$ cat src/rtl/y86_pkg.sv
// Shared Y86-64 definitions: instruction codes, status codes, register
// encodings and the fetch FSM state type.
package y86_pkg;

  // Instruction codes (upper nibble of byte 0)
  localparam logic [3:0] I_HALT   = 4'h0;
  localparam logic [3:0] I_NOP    = 4'h1;
  localparam logic [3:0] I_RRMOVQ = 4'h2;
  localparam logic [3:0] I_IRMOVQ = 4'h3;
  localparam logic [3:0] I_RMMOVQ = 4'h4;
  localparam logic [3:0] I_MRMOVQ = 4'h5;
  localparam logic [3:0] I_OPQ    = 4'h6;
  localparam logic [3:0] I_JXX    = 4'h7;
  localparam logic [3:0] I_CALL   = 4'h8;
  localparam logic [3:0] I_RET    = 4'h9;
  localparam logic [3:0] I_PUSHQ  = 4'hA;
  localparam logic [3:0] I_POPQ   = 4'hB;

  // Status codes carried with each fetch record
  localparam logic [2:0] STAT_AOK = 3'd1;
  localparam logic [2:0] STAT_HLT = 3'd2;
  localparam logic [2:0] STAT_ADR = 3'd3;
  localparam logic [2:0] STAT_INS = 3'd4;

  // "No register" encoding used when an instruction has no register byte
  localparam logic [3:0] RNONE = 4'hF;

  // Fetch sequencer states
  typedef enum logic [2:0] {
    S_START   = 3'd0,
    S_BYTE0   = 3'd1,
    S_COLLECT = 3'd2,
    S_HOLD    = 3'd3,
    S_STOP    = 3'd4
  } fetch_state_e;

  // Control transfers whose predicted target is the constant word
  function automatic logic is_jump(input logic [3:0] icode);
    return (icode == I_JXX) || (icode == I_CALL);
  endfunction

endpackage

$ cat src/rtl/fetch_len_dec.sv
// Combinational instruction-length decoder: from the icode nibble, derive
// the byte length and which optional fields the instruction carries.
module fetch_len_dec
  import y86_pkg::*;
(
  input  logic [3:0] icode,
  output logic [3:0] length,
  output logic       need_regids,
  output logic       need_valC,
  output logic       instr_valid
);

  // Length and field-presence lookup; unknown icodes are one-byte INS
  always_comb begin
    length      = 4'd1;
    need_regids = 1'b0;
    need_valC   = 1'b0;
    instr_valid = 1'b1;
    case (icode)
      I_HALT, I_NOP, I_RET: begin
        length = 4'd1;
      end
      I_RRMOVQ, I_OPQ, I_PUSHQ, I_POPQ: begin
        length      = 4'd2;
        need_regids = 1'b1;
      end
      I_JXX, I_CALL: begin
        length    = 4'd9;
        need_valC = 1'b1;
      end
      I_IRMOVQ, I_RMMOVQ, I_MRMOVQ: begin
        length      = 4'd10;
        need_regids = 1'b1;
        need_valC   = 1'b1;
      end
      default: begin
        length      = 4'd1;
        instr_valid = 1'b0;
      end
    endcase
  end

endmodule

$ cat src/rtl/fetch_unit.sv
// Registered, stallable Y86-64 fetch stage. Reads the byte-wide instruction
// memory one byte per cycle, assembles a fetch record and holds it until the
// D register accepts it. Branch-mispredict (M) and ret (W) redirects abort
// any fetch in progress.
module fetch_unit
  import y86_pkg::*;
#(
  parameter logic [63:0] RESET_PC = 64'd0
) (
  input  logic        clk,
  input  logic        rst_n,
  output logic        imem_rd,
  output logic [63:0] imem_addr,
  input  logic [7:0]  imem_rdata,
  input  logic        imem_err,
  input  logic        redir_m,
  input  logic [63:0] redir_m_pc,
  input  logic        redir_w,
  input  logic [63:0] redir_w_pc,
  input  logic        f_ready,
  output logic        f_valid,
  output logic [2:0]  f_stat,
  output logic [3:0]  f_icode,
  output logic [3:0]  f_ifun,
  output logic [3:0]  f_rA,
  output logic [3:0]  f_rB,
  output logic [63:0] f_valC,
  output logic [63:0] f_valP,
  output logic [63:0] pred_pc
);

  fetch_state_e state_q, state_d;
  logic [63:0]  pc_q, pc_d;
  logic [3:0]   cnt_q, cnt_d;      // index of the byte returned this cycle
  logic [3:0]   icode_q, icode_d;
  logic [3:0]   ifun_q, ifun_d;
  logic [3:0]   ra_q, ra_d;
  logic [3:0]   rb_q, rb_d;
  logic [63:0]  valc_q, valc_d;
  logic [63:0]  valp_q, valp_d;
  logic [63:0]  pred_q, pred_d;
  logic [2:0]   stat_q, stat_d;

  logic         first_s;
  logic [3:0]   dec_icode_s;
  logic [3:0]   len_s;
  logic         need_regids_s;
  logic         need_valc_s;
  logic         instr_valid_s;
  logic [3:0]   valc_off_s;
  logic         last_s;
  logic         redir_s;
  logic [63:0]  redir_pc_s;
  logic         hs_s;

  // Byte 0 is decoded straight off the memory bus in the first COLLECT
  // cycle; afterwards the captured icode drives the decoder.
  assign first_s     = (state_q == S_COLLECT) && (cnt_q == 4'd0);
  assign dec_icode_s = first_s ? imem_rdata[7:4] : icode_q;

  fetch_len_dec u_len_dec (
    .icode       (dec_icode_s),
    .length      (len_s),
    .need_regids (need_regids_s),
    .need_valC   (need_valc_s),
    .instr_valid (instr_valid_s)
  );

  assign valc_off_s = need_regids_s ? 4'd2 : 4'd1;
  assign last_s     = ((cnt_q + 4'd1) >= len_s);
  assign redir_s    = redir_m | redir_w;
  assign redir_pc_s = redir_m ? redir_m_pc : redir_w_pc;
  assign hs_s       = (state_q == S_HOLD) && f_ready;

  assign f_valid = (state_q == S_HOLD);
  assign f_stat  = stat_q;
  assign f_icode = icode_q;
  assign f_ifun  = ifun_q;
  assign f_rA    = ra_q;
  assign f_rB    = rb_q;
  assign f_valC  = valc_q;
  assign f_valP  = valp_q;
  assign pred_pc = pred_q;

  // Memory request: byte 0 in BYTE0, then pc+k while more bytes are needed;
  // an error or redirect stops further reads immediately.
  always_comb begin
    imem_rd   = 1'b0;
    imem_addr = 64'd0;
    case (state_q)
      S_BYTE0: begin
        imem_rd   = 1'b1;
        imem_addr = pc_q;
      end
      S_COLLECT: begin
        if (!last_s && !imem_err && !redir_s) begin
          imem_rd   = 1'b1;
          imem_addr = pc_q + {60'd0, cnt_q + 4'd1};
        end else begin
          imem_rd   = 1'b0;
          imem_addr = 64'd0;
        end
      end
      default: begin
        imem_rd   = 1'b0;
        imem_addr = 64'd0;
      end
    endcase
  end

  // Next-state logic: sequencing, byte assembly, PC selection, redirects
  always_comb begin
    state_d = state_q;
    pc_d    = pc_q;
    cnt_d   = cnt_q;
    icode_d = icode_q;
    ifun_d  = ifun_q;
    ra_d    = ra_q;
    rb_d    = rb_q;
    valc_d  = valc_q;
    valp_d  = valp_q;
    pred_d  = pred_q;
    stat_d  = stat_q;

    case (state_q)
      S_START: begin
        state_d = S_BYTE0;
      end

      S_BYTE0: begin
        state_d = S_COLLECT;
        cnt_d   = 4'd0;
        icode_d = I_HALT;
        ifun_d  = 4'd0;
        ra_d    = RNONE;
        rb_d    = RNONE;
        valc_d  = 64'd0;
        stat_d  = STAT_AOK;
      end

      S_COLLECT: begin
        if (imem_err) begin
          // Keep what was captured so far and report an address error
          stat_d  = STAT_ADR;
          valp_d  = pc_q + {60'd0, len_s};
          pred_d  = pc_q + {60'd0, len_s};
          state_d = S_HOLD;
        end else begin
          if (first_s) begin
            icode_d = imem_rdata[7:4];
            ifun_d  = imem_rdata[3:0];
            if (!instr_valid_s) begin
              stat_d = STAT_INS;
            end else if (imem_rdata[7:4] == I_HALT) begin
              stat_d = STAT_HLT;
            end else begin
              stat_d = STAT_AOK;
            end
          end else if (need_regids_s && (cnt_q == 4'd1)) begin
            ra_d = imem_rdata[7:4];
            rb_d = imem_rdata[3:0];
          end else if (need_valc_s && (cnt_q >= valc_off_s)) begin
            // Little-endian: each new byte enters at the top and shifts down
            valc_d = {imem_rdata, valc_q[63:8]};
          end else begin
            valc_d = valc_q;
          end

          if (last_s) begin
            state_d = S_HOLD;
            valp_d  = pc_q + {60'd0, len_s};
            pred_d  = is_jump(dec_icode_s) ? valc_d : (pc_q + {60'd0, len_s});
          end else begin
            cnt_d = cnt_q + 4'd1;
          end
        end
      end

      S_HOLD: begin
        if (hs_s) begin
          if (stat_q != STAT_AOK) begin
            state_d = S_STOP;
          end else begin
            state_d = S_BYTE0;
            pc_d    = pred_q;
          end
        end else begin
          state_d = S_HOLD;
        end
      end

      S_STOP: begin
        state_d = S_STOP;
      end

      default: begin
        state_d = S_START;
      end
    endcase

    // A redirect wins over everything, including a completing handshake;
    // the in-flight byte is discarded and the record left untouched.
    if (redir_s) begin
      state_d = S_BYTE0;
      pc_d    = redir_pc_s;
      cnt_d   = cnt_q;
      icode_d = icode_q;
      ifun_d  = ifun_q;
      ra_d    = ra_q;
      rb_d    = rb_q;
      valc_d  = valc_q;
      valp_d  = valp_q;
      pred_d  = pred_q;
      stat_d  = stat_q;
    end else begin
      state_d = state_d;
    end
  end

  // State, PC and fetch-record registers
  always_ff @(posedge clk or negedge rst_n) begin
    if (!rst_n) begin
      state_q <= S_START;
      pc_q    <= RESET_PC;
      cnt_q   <= 4'd0;
      icode_q <= 4'd0;
      ifun_q  <= 4'd0;
      ra_q    <= RNONE;
      rb_q    <= RNONE;
      valc_q  <= 64'd0;
      valp_q  <= 64'd0;
      pred_q  <= 64'd0;
      stat_q  <= STAT_AOK;
    end else begin
      state_q <= state_d;
      pc_q    <= pc_d;
      cnt_q   <= cnt_d;
      icode_q <= icode_d;
      ifun_q  <= ifun_d;
      ra_q    <= ra_d;
      rb_q    <= rb_d;
      valc_q  <= valc_d;
      valp_q  <= valp_d;
      pred_q  <= pred_d;
      stat_q  <= stat_d;
    end
  end

endmodule

$ cat config.mk
export PLATFORM = sky130hd
export DESIGN_NAME = fetch_unit
export DESIGN_NICKNAME = d
export VERILOG_FILES = /design/src/rtl/y86_pkg.sv /design/src/rtl/fetch_len_dec.sv /design/src/rtl/fetch_unit.sv
export SDC_FILE = /design/constraint.sdc
export NUM_CORES = 1
export LEC_CHECK = 0
export ABC_AREA = 1
export BUFFER_PORTS_ARGS = -buffer_cell sky130_fd_sc_hd__buf_2
export CORE_MARGIN = 1
export CORE_UTILIZATION = 25
export DETAILED_ROUTE_END_ITERATION = 16
export MAX_ROUTING_LAYER = met4
export PLACE_DENSITY_LB_ADDON = 0.2
export SLEW_MARGIN = 5
export SYNTH_ARGS = -nofsm -noshare
export SYNTH_HDL_FRONTEND = slang
export SYNTH_SLANG_ARGS = --single-unit
export TNS_END_PERCENT = 1
$ cat constraint.sdc
create_clock -name clk -period 10.02 [get_ports clk]
set_clock_uncertainty 0.15 [all_clocks]
set_input_delay 0.501 -clock clk [delete_from_list [all_inputs] [get_ports clk]]
set_output_delay 0.501 -clock clk [all_outputs]
set_load 0.02 [all_outputs]
Word level (Yosys, flattened, before mapping)
Index checks and enable logic that the tools add are counted.
{"block": "word_totals", "input_bits": 142, "output_inout_bits": 277, "word_cells": 126, "romBits": 0, "memories": 0, "ram_bits": 0, "regBits": 282, "latchBits": 0}
{"block": "op_classes", "n_shift": 0, "add_sub_neg": 3, "reduce_logical": 31, "mul": 0, "div_mod_pow": 0, "muxes": 52, "bitwise": 2, "n_eq_ne": 25, "order_cmp": 2}
{"cell": "64-bit two-way mux", "count": 15}
{"cell": "64-bit one-hot mux with 2 select lines", "count": 2}
{"cell": "64-bit by 4-bit adder with 64-bit output", "count": 2}
{"cell": "4-bit two-way mux", "count": 12}
{"cell": "4-bit one-hot mux with 2 select lines", "count": 5}
{"cell": "3-bit two-way mux", "count": 8}
{"cell": "4-bit by 3-bit == test with 1-bit output (second input constant)", "count": 4}
{"cell": "4-bit == test (second input constant)", "count": 4}
{"cell": "3-bit one-hot mux with 5 select lines", "count": 1}
{"cell": "4-bit zero test", "count": 3}
{"cell": "4-bit one-hot mux with 3 select lines", "count": 1}
{"cell": "3-bit AND reduction", "count": 4}
{"cell": "12-bit OR reduction", "count": 1}
{"cell": "2-bit inequality test (second input constant)", "count": 5}
{"cell": "4-bit by 1-bit == test with 1-bit output (second input constant)", "count": 2}
{"cell": "4-bit by 2-bit == test with 1-bit output (second input constant)", "count": 2}
{"cell": "4-bit AND reduction", "count": 2}
{"cell": "2-bit nonzero test", "count": 4}
{"cell": "7-bit OR reduction", "count": 1}
{"cell": "3-bit by 2-bit == test with 1-bit output (second input constant)", "count": 2}
{"cell": "1-bit logical AND", "count": 6}
{"cell": "3-bit one-hot mux with 2 select lines", "count": 1}
{"cell": "5-bit AND reduction", "count": 1}
{"cell": "5-bit OR reduction", "count": 1}
{"cell": "20 further kinds", "count": 26}

Logic depth before layout (Yosys ltp)
{"block": "logic_depth", "word_depth": 15, "ltp_mapped": 27, "depth_no_buf": 25}

Modules after synthesis
A second synthesis with hierarchy kept.
{"block": "unflattened", "cells_unflattened": 2520, "hier_area_um2": 17833.4}
{"mod": "fetch_unit", "cells_per_inst": 2501, "instances": 1, "area_per_inst_um2": 17747.0, "seq_area_each_um2": 7068.0}
{"mod": "fetch_len_dec", "cells_per_inst": 19, "instances": 1, "area_per_inst_um2": 86.3, "seq_area_each_um2": 0.0}

Worst setup path before layout
No wires, ideal clock.
{"block": "synth_path", "path_kind": "register to output", "startpoint": "register cnt_q[0]", "endpoint": "output imem_addr[8]", "path_slack_ps": 6137, "t_arrival_ps": 3232, "stages_incl_launch_ff": 22, "required_ps": 9369, "n_path_buf": 2, "path_cell_list": "dfrtp_1 inv_1 ha_1 inv_1 nor2_1 nand3_1 nand2_2 nand2_1 nor2_1 nor2_4 nand2_4 buf_6 buf_4 inv_1 ha_1 nand2_1 nand2_1 nor2_4 inv_2 nand2_1 o31ai_1 a21oi_1"}
{"block": "synth_between", "elab_chain_len": 12, "word_cells_on_any_way": 24, "classes_between": "add/sub: 2; order compare: 1; eq/ne: 9; mux: 4; reduce/logical: 8"}
{"item": "start: declaration", "line_no": "fetch_unit.sv:34", "text": "logic [3:0] cnt_q, cnt_d;"}
{"item": "start signal: assignment", "line_no": "fetch_unit.sv:237", "text": "cnt_q <= cnt_d;"}
{"item": "parallel branches: the longest is 10 deep, another holds 64-bit by 4-bit adder with 64-bit output"}
{"item": "64-bit two-way mux *", "line_no": "fetch_unit.sv:96", "text": "if (!last_s && !imem_err && !redir_s) begin"}
{"item": "64-bit one-hot mux with 2 select lines *", "line_no": "fetch_unit.sv:90", "text": "case (state_q)"}
{"item": "end: declaration", "line_no": "fetch_unit.sv:13", "text": "output logic [63:0] imem_addr,"}
Every way passes the cells marked *.

Final worst setup path
{"block": "layout_path", "startpoint": "register cnt_q[0]", "endpoint": "output imem_addr[13]"}
Same word-level chain as after synthesis.

==> metrics <==
via count=18600; layout cells sized above 1=0.191; Final Hold Fails=0; fraction of the yosys area taken by sequential cells=0.398; CTS Sinks=282; Via-to-Cell Ratio=4.92; Post-synth ARST share=1.00; Reg2Reg Launch Point=cnt_q[0]; number of maximum-capacitance violations=0; nature of the critical path endpoint=output pin; Syn Std Cell Area=0.0177 sq mm; floorplan die area=0.0720 sq mm; antenna viol nets, final=0; Max Clock Freq=155 MHz; final max-slew violation count=0; Clock Path Buffers=3; pin slew with the least headroom to its limit=941 ps; YS warnings=0; net total in the final layout=2972; gr usage total=0.247; type of the tightest min-delay check=primary input to register; area share of the leading cell type in the synthesized netlist=0.385; post-detailed-route wirelength per cell=23.4 um; Synth area leaders=sky130_fd_sc_hd__dfrtp_1 (39%), sky130_fd_sc_hd__nand2_1 (16%), sky130_fd_sc_hd__o211ai_1 (5.4%), sky130_fd_sc_hd__inv_1 (5.1%), sky130_fd_sc_hd__xor2_1 (4.9%); Horiz. Die Dim=268 um; flip-flop cell with the highest count after synthesis=sky130_fd_sc_hd__dfrtp_1; initial core utilization=0.253; count of cell types in the netlist=48; DRC violation count after routing=0; crit path time final=6460 ps; number of instances in the synthesized netlist=2479; maximum number of pins on one net before global-route repair=97; Setup Fix Bufs, Post-CTS=0; post-route standard cell area excluding fillers=0.0218 sq mm; I/O pin count=419; H-tree Lvls=2; hpwl dp=68400 um; clock tree from TritonCTS=done; Post-Synthesis Mean Instance Area=7.16 sq um; die extent in y=268 um; Synth Net Count=2638; DR iter-0 viols=1622; global-route wire length before repair=125000 um; Total Power Consumption=3780 uW; initial antenna violation count=7; number of enable flip-flop cells after synthesis=0; post-cts sizing count=0; GRT overflow=0; final routed wirelength across all metal layers=88600 um; unrepaired setup endpoints after global routing=false; Crit Reg-Reg Endpoint=pred_pc[51]; Sequential cell area=0.00707 sq mm; synthesized flop and latch total=282; Num CTS Buffers=37; data arrival time at the worst-slack endpoint=5810 ps; data required time of the critical path=9370 ps; core region area=0.0701 sq mm; Worst Path Class, Setup=register to output pin; run status=completed; most frequent standard cell in the layout excluding fill and tap cells=sky130_fd_sc_hd__nand2_1; clock root cell=sky130_fd_sc_hd__clkbuf_16; Worst slew margin=0.373; maximum VDD drop=0.0000823 V; total negative slack=0 ps; PD cells=173 mW/mm^2; crit path launch=cnt_q[0]; instance area at placement=0.0206 sq mm; Reg2Reg Setup Slack=4660 ps; vias in the first global route=17400; cell taking the most area after synthesis=sky130_fd_sc_hd__dfrtp_1; last weighted congestion value of the routability-driven placer=0.974; Multi-input gate area=0.00913 sq mm; setup violation total in the final timing report=0; number of standard-cell rows in the floorplan=97; area added between synthesis and finish=23.0%; cell depth of the worst flop-to-flop path=22; number of buffers added to fix hold violations after cts=1; final period utilization=0.645; Startpoint Class=register; commonest non-fill, non-tap cells in the layout=sky130_fd_sc_hd__nand2_1 (768), sky130_fd_sc_hd__buf_2 (416), sky130_fd_sc_hd__dfrtp_1 (273); cell leakage power=0.0108 uW; clock-pin transition on the worst setup and hold timing paths=60 ps; port buffer count=418; critical path capture point=imem_addr[13]; Clk Latency, worst-skew pair=580 ps; Max Fanout on Critical Path=67; drt first pass iters=5; layout filler cell count=7922
## worst min-delay path by stage
stage | start | end | slack (ps) | cells past startpoint
6_report | f_ready | state_q[1] | 90 | 4
5_1_grt | imem_rdata[1] | f_ifun[1] | 120 | 3
4_1_cts | f_ready | state_q[1] | 70 | 4
3_5_place_dp | f_valP[62] | f_valP[62] | 320 | 2
3_3_place_gp | f_valP[62] | f_valP[62] | 310 | 2
2_1_floorplan | rst_n | cnt_q[0] | 60 | 0
## per-layer routing
metal | wire length, um | global-route usage | vias up
met2 | 39700 | 0.372 | 638
met5 | 0 | - | -
li1 | - | - | 8881
met3 | 6020 | 0.0467 | 95
met4 | 2380 | 0.0685 | 0
met1 | 40500 | 0.336 | 8984
## power breakdown
part | switching [uW] | internal [uW]
Clock | 566 | 816
Sequential | 157 | 1300
Combinational | 659 | 281
Total | 1380 | 2390
## metrics by stage
step	setup WS, ps	cells	util	hold WS (ps)
6_report	3560	3780	0.311	87.7
5_1_grt	3110	3780	0.311	116
4_1_cts	3560	3778	0.311	72.8
3_5_place_dp	4180	3713	0.293	318
3_3_place_gp	4200	3713	0.293	312
2_1_floorplan	6140	2479	-	55.4
## synthesized netlist by cell type (all sizes together), types with 2 or more instances
master and number:
a31oi 2, dfrtp 273, xnor2 4, nand2 776
clkbuf 90, o21bai 2, nand4 90, nand3b 4
o211ai 128, and2 25, ha 15, o22ai 55
o21ai 192, nor3 38, nor4 2, buf 56
nor2 131, or2 5, a21oi 78, dfstp 9
xor2 100, inv 248, nand3 142, fa 2
a21boi 4
## critical path: stages, from the launching register on
cell and delay [ps]:
sky130_fd_sc_hd__dfrtp_1 440, sky130_fd_sc_hd__inv_1 180, sky130_fd_sc_hd__ha_1 210, sky130_fd_sc_hd__nand3_1 110, sky130_fd_sc_hd__nor2_2 460, sky130_fd_sc_hd__nand2_1 110
sky130_fd_sc_hd__nand2_1 150, sky130_fd_sc_hd__nand2_2 110, sky130_fd_sc_hd__nor2_1 210, sky130_fd_sc_hd__nor2_4 70, sky130_fd_sc_hd__nand2_4 600, sky130_fd_sc_hd__inv_1 110
sky130_fd_sc_hd__ha_1 320, sky130_fd_sc_hd__nand2_1 80, sky130_fd_sc_hd__nand2_1 80, sky130_fd_sc_hd__nor2_4 510, sky130_fd_sc_hd__inv_2 440, sky130_fd_sc_hd__buf_4 380
sky130_fd_sc_hd__a21oi_1 160, sky130_fd_sc_hd__o21ai_0 100, sky130_fd_sc_hd__o21ai_0 150, sky130_fd_sc_hd__buf_2 230
## flip-flops by register name (all words and copies together), names as in the netlist
name	cells
pc_q	64
f_rA	4
f_rB	4
pred_pc	64
f_valP	64
f_valC	64
state_q	3
f_stat	3
f_icode	4
f_ifun	4
cnt_q	4
## cell type report
cell class / count / share of cell area
multi-input combinational: 1802 / 0.418
sequential: 282 / 0.324
timing repair buffer: 441 / 0.105
tap: 940 / 0.0539
clock buffer: 50 / 0.0484
inverter: 249 / 0.0430
clock inverter: 14 / 0.00757
antenna: 2 / 0.000229
## kinds of logic (layout without fill, tap and decap cells)
logic type / Yosys count / after routing / synth area share
AO/OA/AOI/OAI: 468 / 468 / 0.156
XOR/XNOR: 104 / 104 / 0.0513
adder cells (fa/ha/maj): 17 / 17 / 0.0128
buffers and inverters: 395 / 754 / 0.0889
flip-flops: 282 / 282 / 0.398
other: 0 / 2 / 0
AND/OR/NAND/NOR: 1213 / 1213 / 0.292
No activity file was read; power rests on OpenSTA's default activity.
